--- src/rtl/moka_rv32i_sc_trace_tx.sv ---
// Retirement trace transmitter for a single-cycle RV32I core.
// Each retired instruction is captured as a four-word record
// (header, pc, instruction, payload) into a small record FIFO, and a
// serializer streams the head record out one word per handshake.
// Optional build macro: MOKA_TRACE_STALL_EN adds a core stall request
// when the record FIFO is full and cannot free a slot this cycle.
//
// tx handshake: a word transfers on a rising edge where tx_valid and
// tx_ready are both high; tx_valid never depends on tx_ready, and
// tx_data/tx_last stay stable while tx_valid=1 and tx_ready=0.
module moka_rv32i_sc_trace_tx #(
  parameter int DATA_WIDTH = 32,
  parameter int DEPTH      = 4
) (
  input  logic                  clk,
  input  logic                  rst_n,
  input  logic                  retire_valid,
  input  logic [DATA_WIDTH-1:0] pc,
  input  logic [DATA_WIDTH-1:0] instruction,
  input  logic [4:0]            rd,
  input  logic                  RegWrite,
  input  logic                  MemWrite,
  input  logic [DATA_WIDTH-1:0] WD3,
  input  logic [DATA_WIDTH-1:0] ALUResult,
  input  logic [DATA_WIDTH-1:0] RD2,
  output logic                  tx_valid,
  input  logic                  tx_ready,
  output logic [DATA_WIDTH-1:0] tx_data,
  output logic                  tx_last,
  output logic                  core_stall,
  output logic [15:0]           drop_cnt
);

  localparam int AW = (DEPTH > 1) ? $clog2(DEPTH) : 1;
  localparam int CW = $clog2(DEPTH + 1);

  typedef enum logic [1:0] {
    ST_HDR   = 2'd0,
    ST_PC    = 2'd1,
    ST_INSTR = 2'd2,
    ST_DATA  = 2'd3
  } state_t;

  // Record storage, one array per word slot of a record
  logic [DATA_WIDTH-1:0] hdr_mem   [DEPTH];
  logic [DATA_WIDTH-1:0] pc_mem    [DEPTH];
  logic [DATA_WIDTH-1:0] instr_mem [DEPTH];
  logic [DATA_WIDTH-1:0] data_mem  [DEPTH];

  logic [AW-1:0]         wr_ptr;
  logic [AW-1:0]         rd_ptr;
  logic [CW-1:0]         count;
  logic [15:0]           seq;
  logic                  ovf_pending;
  state_t                state;

  logic                  full;
  logic                  handshake;
  logic                  pop;
  logic                  accept;
  logic                  drop;
  logic [DATA_WIDTH-1:0] header;
  logic [DATA_WIDTH-1:0] payload;

  assign full      = (count == CW'(DEPTH));
  assign tx_valid  = (count != '0);
  assign handshake = tx_valid && tx_ready;
  assign pop       = handshake && (state == ST_DATA);
  // A full FIFO still takes a record if the head leaves on the same edge
  assign accept    = retire_valid && (!full || pop);
  assign drop      = retire_valid && !accept;

  assign header  = {seq, ovf_pending, RegWrite, MemWrite, rd, 8'hA5};
  assign payload = RegWrite ? WD3 : (MemWrite ? RD2 : ALUResult);

  // Select the head record's word for the current serializer position
  always_comb begin
    tx_data = '0;
    if (tx_valid) begin
      case (state)
        ST_HDR:   tx_data = hdr_mem[rd_ptr];
        ST_PC:    tx_data = pc_mem[rd_ptr];
        ST_INSTR: tx_data = instr_mem[rd_ptr];
        default:  tx_data = data_mem[rd_ptr];
      endcase
    end
  end

  assign tx_last = tx_valid && (state == ST_DATA);

`ifdef MOKA_TRACE_STALL_EN
  assign core_stall = full && !((state == ST_DATA) && tx_ready);
`else
  assign core_stall = 1'b0;
`endif

  // Write an accepted record into the slot at the write pointer
  always_ff @(posedge clk) begin
    if (rst_n && accept) begin
      hdr_mem[wr_ptr]   <= header;
      pc_mem[wr_ptr]    <= pc;
      instr_mem[wr_ptr] <= instruction;
      data_mem[wr_ptr]  <= payload;
    end
  end

  // Serializer FSM, FIFO bookkeeping, sequence and drop tracking
  always_ff @(posedge clk) begin
    if (!rst_n) begin
      state       <= ST_HDR;
      wr_ptr      <= '0;
      rd_ptr      <= '0;
      count       <= '0;
      seq         <= '0;
      ovf_pending <= 1'b0;
      drop_cnt    <= '0;
    end else begin
      if (handshake) begin
        case (state)
          ST_HDR:   state <= ST_PC;
          ST_PC:    state <= ST_INSTR;
          ST_INSTR: state <= ST_DATA;
          default:  state <= ST_HDR;
        endcase
      end
      if (pop) begin
        rd_ptr <= rd_ptr + 1'b1;
      end
      if (accept) begin
        wr_ptr      <= wr_ptr + 1'b1;
        seq         <= seq + 1'b1;
        ovf_pending <= 1'b0;
      end
      if (drop) begin
        ovf_pending <= 1'b1;
        if (drop_cnt != 16'hFFFF) begin
          drop_cnt <= drop_cnt + 1'b1;
        end
      end
      case ({accept, pop})
        2'b10:   count <= count + 1'b1;
        2'b01:   count <= count - 1'b1;
        default: count <= count;
      endcase
    end
  end

endmodule

--- config.mk ---
export PLATFORM = sky130hd
export DESIGN_NAME = moka_rv32i_sc_trace_tx
export DESIGN_NICKNAME = d
export VERILOG_FILES = /design/src/rtl/moka_rv32i_sc_trace_tx.sv
export SDC_FILE = /design/constraint.sdc
export NUM_CORES = 1
export LEC_CHECK = 0
export CORE_MARGIN = 2
export CORE_UTILIZATION = 25
export DETAILED_ROUTE_END_ITERATION = 16
export SLEW_MARGIN = 15
export SYNTH_ARGS = -nofsm -noshare
export SYNTH_HDL_FRONTEND = slang
export SYNTH_SLANG_ARGS = --single-unit
--- constraint.sdc ---
create_clock -name clk -period 15.5 [get_ports clk]
set_input_delay 3.875 -clock clk [delete_from_list [all_inputs] [get_ports clk]]
set_output_delay 3.875 -clock clk [all_outputs]
set_load 0.02 [all_outputs]
==> reports/metrics.csv, run 1 <==
metric,value,unit
status,"finished, final reports clean",
max_stage_delay,990,ps
leakage,0.007902,uW
p_comb_share,5.8,%
stdcell_area,26410,um2
drive_gt1_share,9.649,%
vias,12250,
first_iter_violations,746,
ys_top_cells_by_count,"480 x edfxtp_1, 208 x mux2i_1, 84 x o22ai_1, 60 x nand2_1, 59 x clkbuf_1",
path_cells,buf_4 -> buf_4 -> mux4_2 -> a2111oi_0 -> nor3_1 -> clkdlybuf4s50_1,
cp_data_arrival_time,4980,ps
ys_top_cells_by_area,"edfxtp_1 68%, mux2i_1 9.8%, dfxtp_1 4.1%, mux4_2 3.8%, o22ai_1 2.5%",
power_frac_clock,40.7,%
yosysTopAreaCell,edfxtp_1,
grt_pass1_vias,12270,
skew,50.50,ps
clkLatencyLatePin,630,ps
p_per_area,113.0,nW/um2
drtAntennaViolNets,0,
seq_area_frac_synth,71.91,%
grt_max_degree,69,
synth.most_common_cell,edfxtp_1,
start_kind,register,
worstPathRequired,11620,ps
worst-setup-path-type,register to output port,
drc,0,
seqPwrFrac,53.5,%
fin_ws,6645,ps
min_from,drop_cnt[4]$_SDFFE_PN0P_,
synth_area,21270,um2
max_slew_margin,26.29,%
ys_ff_latch,524,
crit_top_cell,buf_4,
worstMarginPinSlew,1094,ps
synth.avg_cell_area,16.15,um2
routed_wl,53510,um
cts_tree,yes,
synth_cell_types,53,
die_area,87430,um2
antenna_found_initial,10,
syn-num-nets,1500,
grt_first_pass_wirelength,78390,um
finalCritPeriodShare,57.13,%
synth.top_cell.area_share,67.77,%
end_kind,output port,
cap_viol_max_count,0,
async_flop_share,0,%
cts_root_buffer,clkbuf_16,
num_rows,106,
hold_viol,0,
max_freq,0.1129,GHz
min_period,8855,ps
ios,222,
finalWeightedCongestion,0.7658,
cts_made_buffers,52,
r2r-start,state[1]$_SDFFE_PN0P_,
drt-vias-per-instance,4.529,
cts-hold-fix-buffers,0,
first_pass_iters,5,
cts_setup_buffers,0,
synth_flop_cell,edfxtp_1,
synth_cells,1317,
grt-ovfl-total,0,
port_buffers,220,
power,2985,uW
intPower,2337,uW
maxSlewViolCount,0,
clk_pin_slew,60,ps
clock_path_buffers,3,
hold_class,register to register,
fp.dieH,295.7,um
areaGrowthSynthToFinish,24.15,%
placed_area,24730,um2
yosys_warnings,0,
core_area,83950,um2
dpl.hpwl,33800,um
vdd_drop_max,0.08860,mV
cpMaxStageDelayCell,dfxtp_4,
die_w,295.7,um
cp_max_fo,56,
num-nets-final,1711,
net-switching-power,647.4,uW
cts.sinks,524,
pre_cts_ws,7254,ps
setup_viol,0,
wl_per_cell,19.79,um
cts_max_level,2,
p_sw_share,21.69,%
initial_utilization,25.33,%
synth_edf_count,480,
grt_setup_unrepaired,no,
setup_tns,0,ps
grt_usage,12.02,%
ctsResizeCount,0,
registers in the layout, summed over array words and instances, names as in the netlist, named ones only:
name         count
seq             16
hdr_mem         96
state            2
instr_mem      128
data_mem       128
wr_ptr           2
ovf_pending      1
pc_mem         128
count            3
drop_cnt        16
rd_ptr           2
routing by layer:
| layer | global-route usage (%) | part of all wire [%] | vias up |
|---|---|---|---|
| li1 | - | - | 5659 |
| met1 | 16.45 | 45 | 6147 |
| met2 | 18.98 | 46 | 343 |
| met3 | 2.743 | 6.9 | 86 |
| met4 | 3.603 | 2.2 | 12 |
| met5 | 0 | 0.14 | - |
layout make-up:
type,count,area [um2]
tap,1134,1419
sequential,524,15300
fill,8087,57550
clock buffer,60,1341
multi-input combinational,698,5627
antenna,5,12.51
clock inverter,31,319.1
inverter,12,45.04
timing repair buffer,240,2342
worst max-delay path, delay by kind of cell, from the launching register on:
family                 cells  cell delay, ps
AO/OA/AOI/OAI              1             650
flip-flops                 1             990
AND/OR/NAND/NOR            1             150
buffers and inverters      3            2100
multiplexers               1             410
metrics by stage:
step | cells | hold slack (ps) | util, %
finish | 2704 | 494.5 | 31.45
global route | 2702 | 502.1 | 31.45
CTS | 2699 | 489.8 | 31.43
detailed placement | 2608 | 471.6 | 29.45
global placement | 2608 | 470.5 | 29.45
floorplan | 1317 | 461.2 | -
power by group through the flow:
stage               Combinational [uW]  Sequential [uW]  Clock, uW
floorplan                         75.5             1630          0
global placement                   174             1620          0
detailed placement                 177             1630          0
CTS                                177             1600       1250
global route                       189             1600       1300
finish                             174             1600       1210
placed cells by master, fill, tap and decap left out, types with 4 or more instances in the layout:
cell type          n
buf_4             20
diode_2            5
nor3_1            43
nor2b_1           34
clkbuf_1           7
xnor2_1            8
o22ai_1           84
and3_4             4
a211oi_1           4
inv_1             12
o21ai_0           41
mux2i_1          208
clkdlybuf4s50_1  218
nand4_1           11
a31oi_1            4
clkbuf_16         52
o31ai_1            5
nor2_1            22
nand2b_1           8
or4_1              9
nand3_1           13
dfxtp_1           42
clkinv_2           7
or3_1              5
ha_1              10
a21oi_1           19
clkinv_1          11
edfxtp_1         480
nand2_1           60
mux4_2            36
nor4_1            28
a2111oi_0          7
path summary, 6_finish.rpt:
path	to	slack, ps	cells after the start
worst min-delay path	drop_cnt[4]$_SDFFE_PN0P_	490	1
worst max register to register	instr_mem[0][20]$_DFFE_PP_	11500	5
worst min register to register	drop_cnt[4]$_SDFFE_PN0P_	490	1
worst max-delay path	tx_data[2]	6650	6
kinds of logic (layout without fill, tap and decap cells):
| kind of cell | count (synthesis) | after routing | synth area share, % |
|---|---|---|---|
| xor+xnor | 10 | 10 | 0.4118 |
| fa+ha+maj | 12 | 12 | 0.7412 |
| other cells | 1 | 6 | 0.01763 |
| compound gates | 181 | 181 | 5.330 |
| flops | 524 | 524 | 71.91 |
| mux | 244 | 244 | 13.60 |
| buf+inv | 95 | 343 | 1.818 |
| simple gates | 250 | 250 | 6.171 |
Note: power is estimated with default switching activity, not from simulation.
==> run 2: changes to the inputs <==
==> constraint.sdc (replaced) <==
create_clock -name clk -period 8.6 [get_ports clk]
set_input_delay 2.15 -clock clk [delete_from_list [all_inputs] [get_ports clk]]
set_output_delay 2.15 -clock clk [all_outputs]
set_load 0.02 [all_outputs]
==> run 2 against run 1 <==
Compared with the run above: final cell count rose by 0.33%; non-clock buffer count rose by 2; sequential power rose by 79%; via count rose by 0.31%; combinational power rose by 81%.
==> reports/metrics.csv, run 2 (synthesized netlist as in run 1, its figures left out) <==
metric,value,unit,change
final_cell_mix,"480 x edfxtp_1, 218 x clkdlybuf4s50_1, 208 x mux2i_1, 84 x o22ai_1, 60 x nand2_1",,unchanged
r2r_slack,4950,ps,was 11500 ps
r2r-end,instr_mem[3][30]$_DFFE_PP_,,was instr_mem[0][20]$_DFFE_PP_
start_kind,register,,unchanged
num-nets-final,1713,,was 1711
end_kind,output port,,unchanged
skew,24.42,ps,was 50.50 ps
final_common_cell,edfxtp_1,,unchanged
maxSlewViolCount,0,,unchanged
cp_max_fo,53,,was 56
status,"finished, final reports clean",,unchanged
reg_top3,"data_mem: 128 flops, instr_mem: 128 flops, pc_mem: 128 flops",,unchanged
max_freq,0.1563,GHz,
finalCritPeriodShare,74.38,%,
setup_tns,0,ps,unchanged
routed_wl,53240,um,was 53510 um
areaGrowthSynthToFinish,24.68,%,was 24.15%
first_iter_violations,996,,was 746
max_slew_margin,26.55,%,was 26.29%
vdd_drop_max,0.1553,mV,was 0.08860 mV
die_area,87430,um2,unchanged
drc,0,,unchanged
clk_pin_slew,60,ps,about the same
grt_first_pass_wirelength,78270,um,was 78390 um
whs_endpoint,drop_cnt[4]$_SDFFE_PN0P_,,unchanged
core_area,83950,um2,unchanged
clock_path_buffers,3,,unchanged
cap_viol_max_count,0,,unchanged
cts_max_level,2,,unchanged
port_buffers,220,,unchanged
vias,12290,,was 12250
min_from,drop_cnt[4]$_SDFFE_PN0P_,,unchanged
worstPathRequired,6450,ps,was 11620 ps
min_path_cells,1,,unchanged
worst-setup-path-type,register to output port,,unchanged
drt-vias-per-instance,4.528,,was 4.529
fillCellCount,8126,,was 8087
drive_gt1_share,10.05,%,was 9.649%
cpMaxStageDelayCell,dfxtp_4,,unchanged
hold_class,register to register,,unchanged
path_buf_inv,2,,was 3
ios,222,,unchanged
grt_usage,11.99,%,was 12.02%
fp.dieH,295.7,um,unchanged
ctsResizeCount,0,,unchanged
grt_max_degree,101,,was 69
cts_setup_buffers,0,,unchanged
cp_num_cells,6,,unchanged
finalWeightedCongestion,0.7597,,was 0.7658
cp_top_family,buffers and inverters,,unchanged
hold_viol,0,,unchanged
dpl.hpwl,34690,um,was 33800 um
r2r-start,state[1]$_SDFFE_PN0P_,,unchanged
die_w,295.7,um,unchanged
cts.sinks,524,,unchanged
grt-ovfl-total,0,,unchanged
worstMarginPinSlew,1102,ps,was 1094 ps
drtAntennaViolNets,0,,unchanged
min_period,6397,ps,
cts_tree,yes,,unchanged
initial_utilization,25.33,%,unchanged
p_per_area,206.0,nW/um2,was 113.0 nW/um2
cts-hold-fix-buffers,0,,unchanged
cts_made_buffers,52,,unchanged
whs,498.0,ps,was 494.5 ps
first_pass_iters,5,,unchanged
cts_root_buffer,clkbuf_16,,unchanged
path_cells,buf_4 -> mux2i_1 -> o22ai_1 -> nor4_1 -> nor3_1 -> clkdlybuf4s50_1,,was buf_4 -> buf_4 -> mux4_2 -> a2111oi_0 -> nor3_1 -> clkdlybuf4s50_1
grt_pass1_vias,12210,,was 12270
wl_per_cell,19.62,um,was 19.79 um
num_rows,106,,unchanged
clkLatencyLatePin,610,ps,was 630 ps
setup_viol,0,,unchanged
leakage,0.007963,uW,was 0.007902 uW
grt_setup_unrepaired,no,,unchanged
max_stage_delay,950,ps,was 990 ps
reg2reg_depth,5,,unchanged
antenna_found_initial,11,,was 10
cp_data_arrival_time,4250,ps,was 4980 ps
[run 2: cell count changes in the layout (fill, tap and decap cells not counted), moves of 2 or more]
cell,before,now
clkbuf_1,7,13
clkinv_1,11,5
bufinv_16,3,6
clkinv_4,1,4
clkinv_2,7,9
clkinvlp_4,3,1
diode_2,5,7
[run 2: worst max-delay path by stage]
stage / slack (ps) / startpoint / to
detailed placement: 2750 / register / tx_data[21]
finish: 2200 / register / tx_data[22]
CTS: 2100 / register / tx_data[21]
global route: 1830 / register / tx_data[16]
global placement: 2800 / register / tx_data[31]
floorplan: 2050 / retire_valid / data_mem[0][0]$_DFFE_PP_
[run 2: layout make-up]
cell class | instances | area [um2] | area share (%)
clock buffers | 65 | 1350 | 5.091
flip-flops and latches | 524 | 15300 | 57.69
inverters | 12 | 45.04 | 0.1699
multi-input cells | 698 | 5627 | 21.22
repair buffers | 242 | 2370 | 8.936
diodes | 7 | 17.52 | 0.06605
well taps | 1134 | 1419 | 5.350
clock inverters | 31 | 391.6 | 1.477
[run 2: routing by layer]
layer | track usage [%] | wire length [um] | vias to the layer above | share of wire (%)
met4 | 3.727 | 1304 | 4 | 2.4
met2 | 18.91 | 24490 | 362 | 46
met3 | 2.668 | 3552 | 73 | 6.7
met5 | 0 | 25 | - | 0.047
met1 | 16.42 | 23860 | 6178 | 45
li1 | - | - | 5668 | -
[run 2: metrics by stage]
step / cell area (um2) / power (uW) / worst slack, ps / utilization (%) / instances
6_report: 26520 / 5464 / 2203 / 31.59 / 2713
5_1_grt: 26500 / 5655 / 1832 / 31.57 / 2707
4_1_cts: 26500 / 5523 / 2098 / 31.56 / 2706
3_5_place_dp: 24750 / 3250 / 2749 / 29.49 / 2610
3_3_place_gp: 24750 / 3239 / 2800 / 29.49 / 2610
2_1_floorplan: 21270 / 3067 / 2046 / - / 1317
[run 2: where the power goes]
group / total, uW / switching, uW / internal, uW / leakage (uW)
Sequential: 2870 / 18.3 / 2860 / 0.00472
Clock: 2270 / 961 / 1310 / 0.000845
Combinational: 315 / 179 / 137 / 0.00240
==> run 3: changes to the inputs <==
==> constraint.sdc (replaced) <==
create_clock -name clk -period 5.2 [get_ports clk]
set_input_delay 1.3 -clock clk [delete_from_list [all_inputs] [get_ports clk]]
set_output_delay 1.3 -clock clk [all_outputs]
set_load 0.02 [all_outputs]
==> run 3 against run 2 <==
Compared with the run above: core utilization is 0.41 points higher; critical path depth up 2; hold slack better by 5.4 ps; via count grew 1.2%; final cell count is 0.81% higher; clock power grew 67%; routed wire length increased by 2.2%; sequential share of layout area decreased by 0.74 points; critical endpoint is now tx_data[7].
==> reports/metrics.csv, run 3 (synthesized netlist as in run 1, its figures left out) <==
metric,value,unit,change
die_area,87430,um2,unchanged
port_buffers,220,,unchanged
finalWeightedCongestion,0.7709,,was 0.7597
cp_max_fo,11,,was 53
worstSetupStartpoint,state[1]$_SDFFE_PN0P_,,
cpMaxStageDelayCell,a2111oi_0,,was dfxtp_4
grt_first_pass_wirelength,78930,um,was 78270 um
reg_top3,"data_mem: 128 flops, instr_mem: 128 flops, pc_mem: 128 flops",,unchanged
hold_class,register to register,,unchanged
setup_viol,0,,unchanged
first_iter_violations,1115,,was 996
routed_wl,54400,um,was 53240 um
worstPathRequired,3900,ps,was 6450 ps
final_common_cell,edfxtp_1,,unchanged
start_kind,register,,unchanged
grt_setup_unrepaired,no,,unchanged
drtAntennaViolNets,0,,unchanged
fillCellCount,8083,,was 8126
worst-setup-path-type,register to output port,,unchanged
core_area,83950,um2,unchanged
wl_per_cell,19.89,um,was 19.62 um
grt_usage,12.09,%,was 11.99%
fin_ws,178.3,ps,was 2203 ps
min_period,5022,ps,
path_buf_inv,3,,was 2
worstMarginPinSlew,959.4,ps,was 1102 ps
grt_max_degree,69,,was 101
setup_tns,0,ps,unchanged
grt_pass1_vias,12160,,was 12210
status,"finished, final reports clean",,unchanged
maxSlewViolCount,0,,unchanged
cts_made_buffers,53,,was 52
cts.sinks,524,,unchanged
skew,23.95,ps,was 24.42 ps
r2r-start,state[1]$_SDFFE_PN0P_,,unchanged
areaGrowthSynthToFinish,26.30,%,was 24.68%
path_cells,inv_1 -> ha_1 -> nand2_1 -> buf_4 -> o22ai_1 -> a2111oi_0 -> nor3_1 -> clkdlybuf4s50_1,,was buf_4 -> mux2i_1 -> o22ai_1 -> nor4_1 -> nor3_1 -> clkdlybuf4s50_1
cp_num_cells,8,,was 6
max_freq,0.1991,GHz,
grt-ovfl-total,0,,unchanged
cp_data_arrival_time,3720,ps,was 4250 ps
num_rows,106,,unchanged
first_pass_iters,5,,unchanged
antenna_found_initial,9,,was 11
drt-vias-per-instance,4.545,,was 4.528
end_kind,output port,,unchanged
cap_viol_max_count,0,,unchanged
max_slew_margin,35.45,%,was 26.55%
cts_max_level,2,,unchanged
drc,0,,unchanged
cp_top_family,buffers and inverters,,unchanged
cts_tree,yes,,unchanged
r2r-end,hdr_mem[1][22]$_DFFE_PP_,,was instr_mem[3][30]$_DFFE_PP_
clk_pin_slew,60,ps,about the same
hold_viol,0,,unchanged
setup.worst_path.end,tx_data[7],,was tx_data[22]
reg2reg_depth,5,,unchanged
fp.dieH,295.7,um,unchanged
finalCritPeriodShare,96.57,%,
dpl.hpwl,36820,um,was 34690 um
leakage,0.008132,uW,was 0.007963 uW
cts_root_buffer,clkbuf_16,,unchanged
drive_gt1_share,11.76,%,was 10.05%
max_stage_delay,830,ps,was 950 ps
r2r_slack,2060,ps,was 4950 ps
power,9083,uW,was 5464 uW
num-nets-final,1739,,was 1713
final_cell_mix,"480 x edfxtp_1, 218 x clkdlybuf4s50_1, 208 x mux2i_1, 84 x o22ai_1, 60 x nand2_1",,unchanged
clkLatencyLatePin,610,ps,about the same
vdd_drop_max,0.2481,mV,was 0.1553 mV
clock_path_buffers,3,,unchanged
ios,222,,unchanged
p_per_area,338.1,nW/um2,was 206.0 nW/um2
placed_area,25060,um2,was 24750 um2
vias,12430,,was 12290
stdcell_area,26860,um2,was 26520 um2
initial_utilization,25.33,%,unchanged
cts-hold-fix-buffers,0,,unchanged
die_w,295.7,um,unchanged
pre_cts_ws,529.7,ps,was 2749 ps
==> run 3: changes by cell type in the layout (fill, tap and decap cells not counted), sizes merged <==
cell | before | now
clkinv | 21 | 22
inv | 15 | 16
diode | 7 | 3
clkinvlp | 1 | 5
clkbuf | 65 | 61
bufinv | 6 | 5
buf | 24 | 49
==> run 3: power breakdown <==
part / internal, uW / switching (uW)
Sequential: 4720 / 30.9
Clock: 2150 / 1630
Combinational: 239 / 306
==> run 3: layout make-up <==
cell class,count,area [um2],area share (%)
Timing Repair Buffer,267,2728,10.15
Multi-Input combinational cell,698,5628,20.95
Inverter,12,45.04,0.1677
Sequential cell,524,15300,56.95
Tap cell,1134,1419,5.282
Clock buffer,61,1366,5.086
Clock inverter,36,370.4,1.379
Antenna cell,3,7.507,0.02795
==> run 3: layer usage <==
metal | up-vias | wire length [um] | GRT usage [%]
met2 | 363 | 25560 | 19.24
met4 | 8 | 967 | 3.318
met5 | - | 51 | 0
met1 | 6276 | 24600 | 16.65
met3 | 70 | 3209 | 2.586
li1 | 5714 | - | -
==> run 3: worst reg2reg max path, cell delays in order (launching register included) <==
cell      delay [ps]
dfxtp_1          410
ha_1             440
a211oi_2         250
a21boi_1         630
and3_4           720
buf_12           330
==> run 3: how the worst min path moves through the flow <==
stage / slack [ps] / to / cells past startpoint / start
2_1_floorplan: 460 / hdr_mem[0][7]$_DFFE_PP_ / 0 / ovf_pending$_SDFFE_PN0P_
3_3_place_gp: 480 / drop_cnt[4]$_SDFFE_PN0P_ / 1 / drop_cnt[4]$_SDFFE_PN0P_
3_5_place_dp: 490 / drop_cnt[4]$_SDFFE_PN0P_ / 1 / drop_cnt[4]$_SDFFE_PN0P_
4_1_cts: 510 / drop_cnt[4]$_SDFFE_PN0P_ / 1 / drop_cnt[4]$_SDFFE_PN0P_
5_1_grt: 520 / drop_cnt[4]$_SDFFE_PN0P_ / 1 / drop_cnt[4]$_SDFFE_PN0P_
6_report: 500 / drop_cnt[4]$_SDFFE_PN0P_ / 1 / drop_cnt[4]$_SDFFE_PN0P_
==> run 3: what timing repair did <==
action / CTS / global route
buffers inserted: 0 / 1
gates resized for setup: 1 / 0
pin swaps: 0 / 0
setup endpoints to repair: 1 / 1
==> run 3: stage by stage <==
step | hold slack (ps) | util, % | instances
after global routing | 515.7 | 32.00 | 2734
after floorplan | 461.2 | - | 1317
after CTS | 507.6 | 31.92 | 2730
after global placement | 479.4 | 29.85 | 2633
final | 503.5 | 32.00 | 2735
after detailed placement | 490.8 | 29.85 | 2633
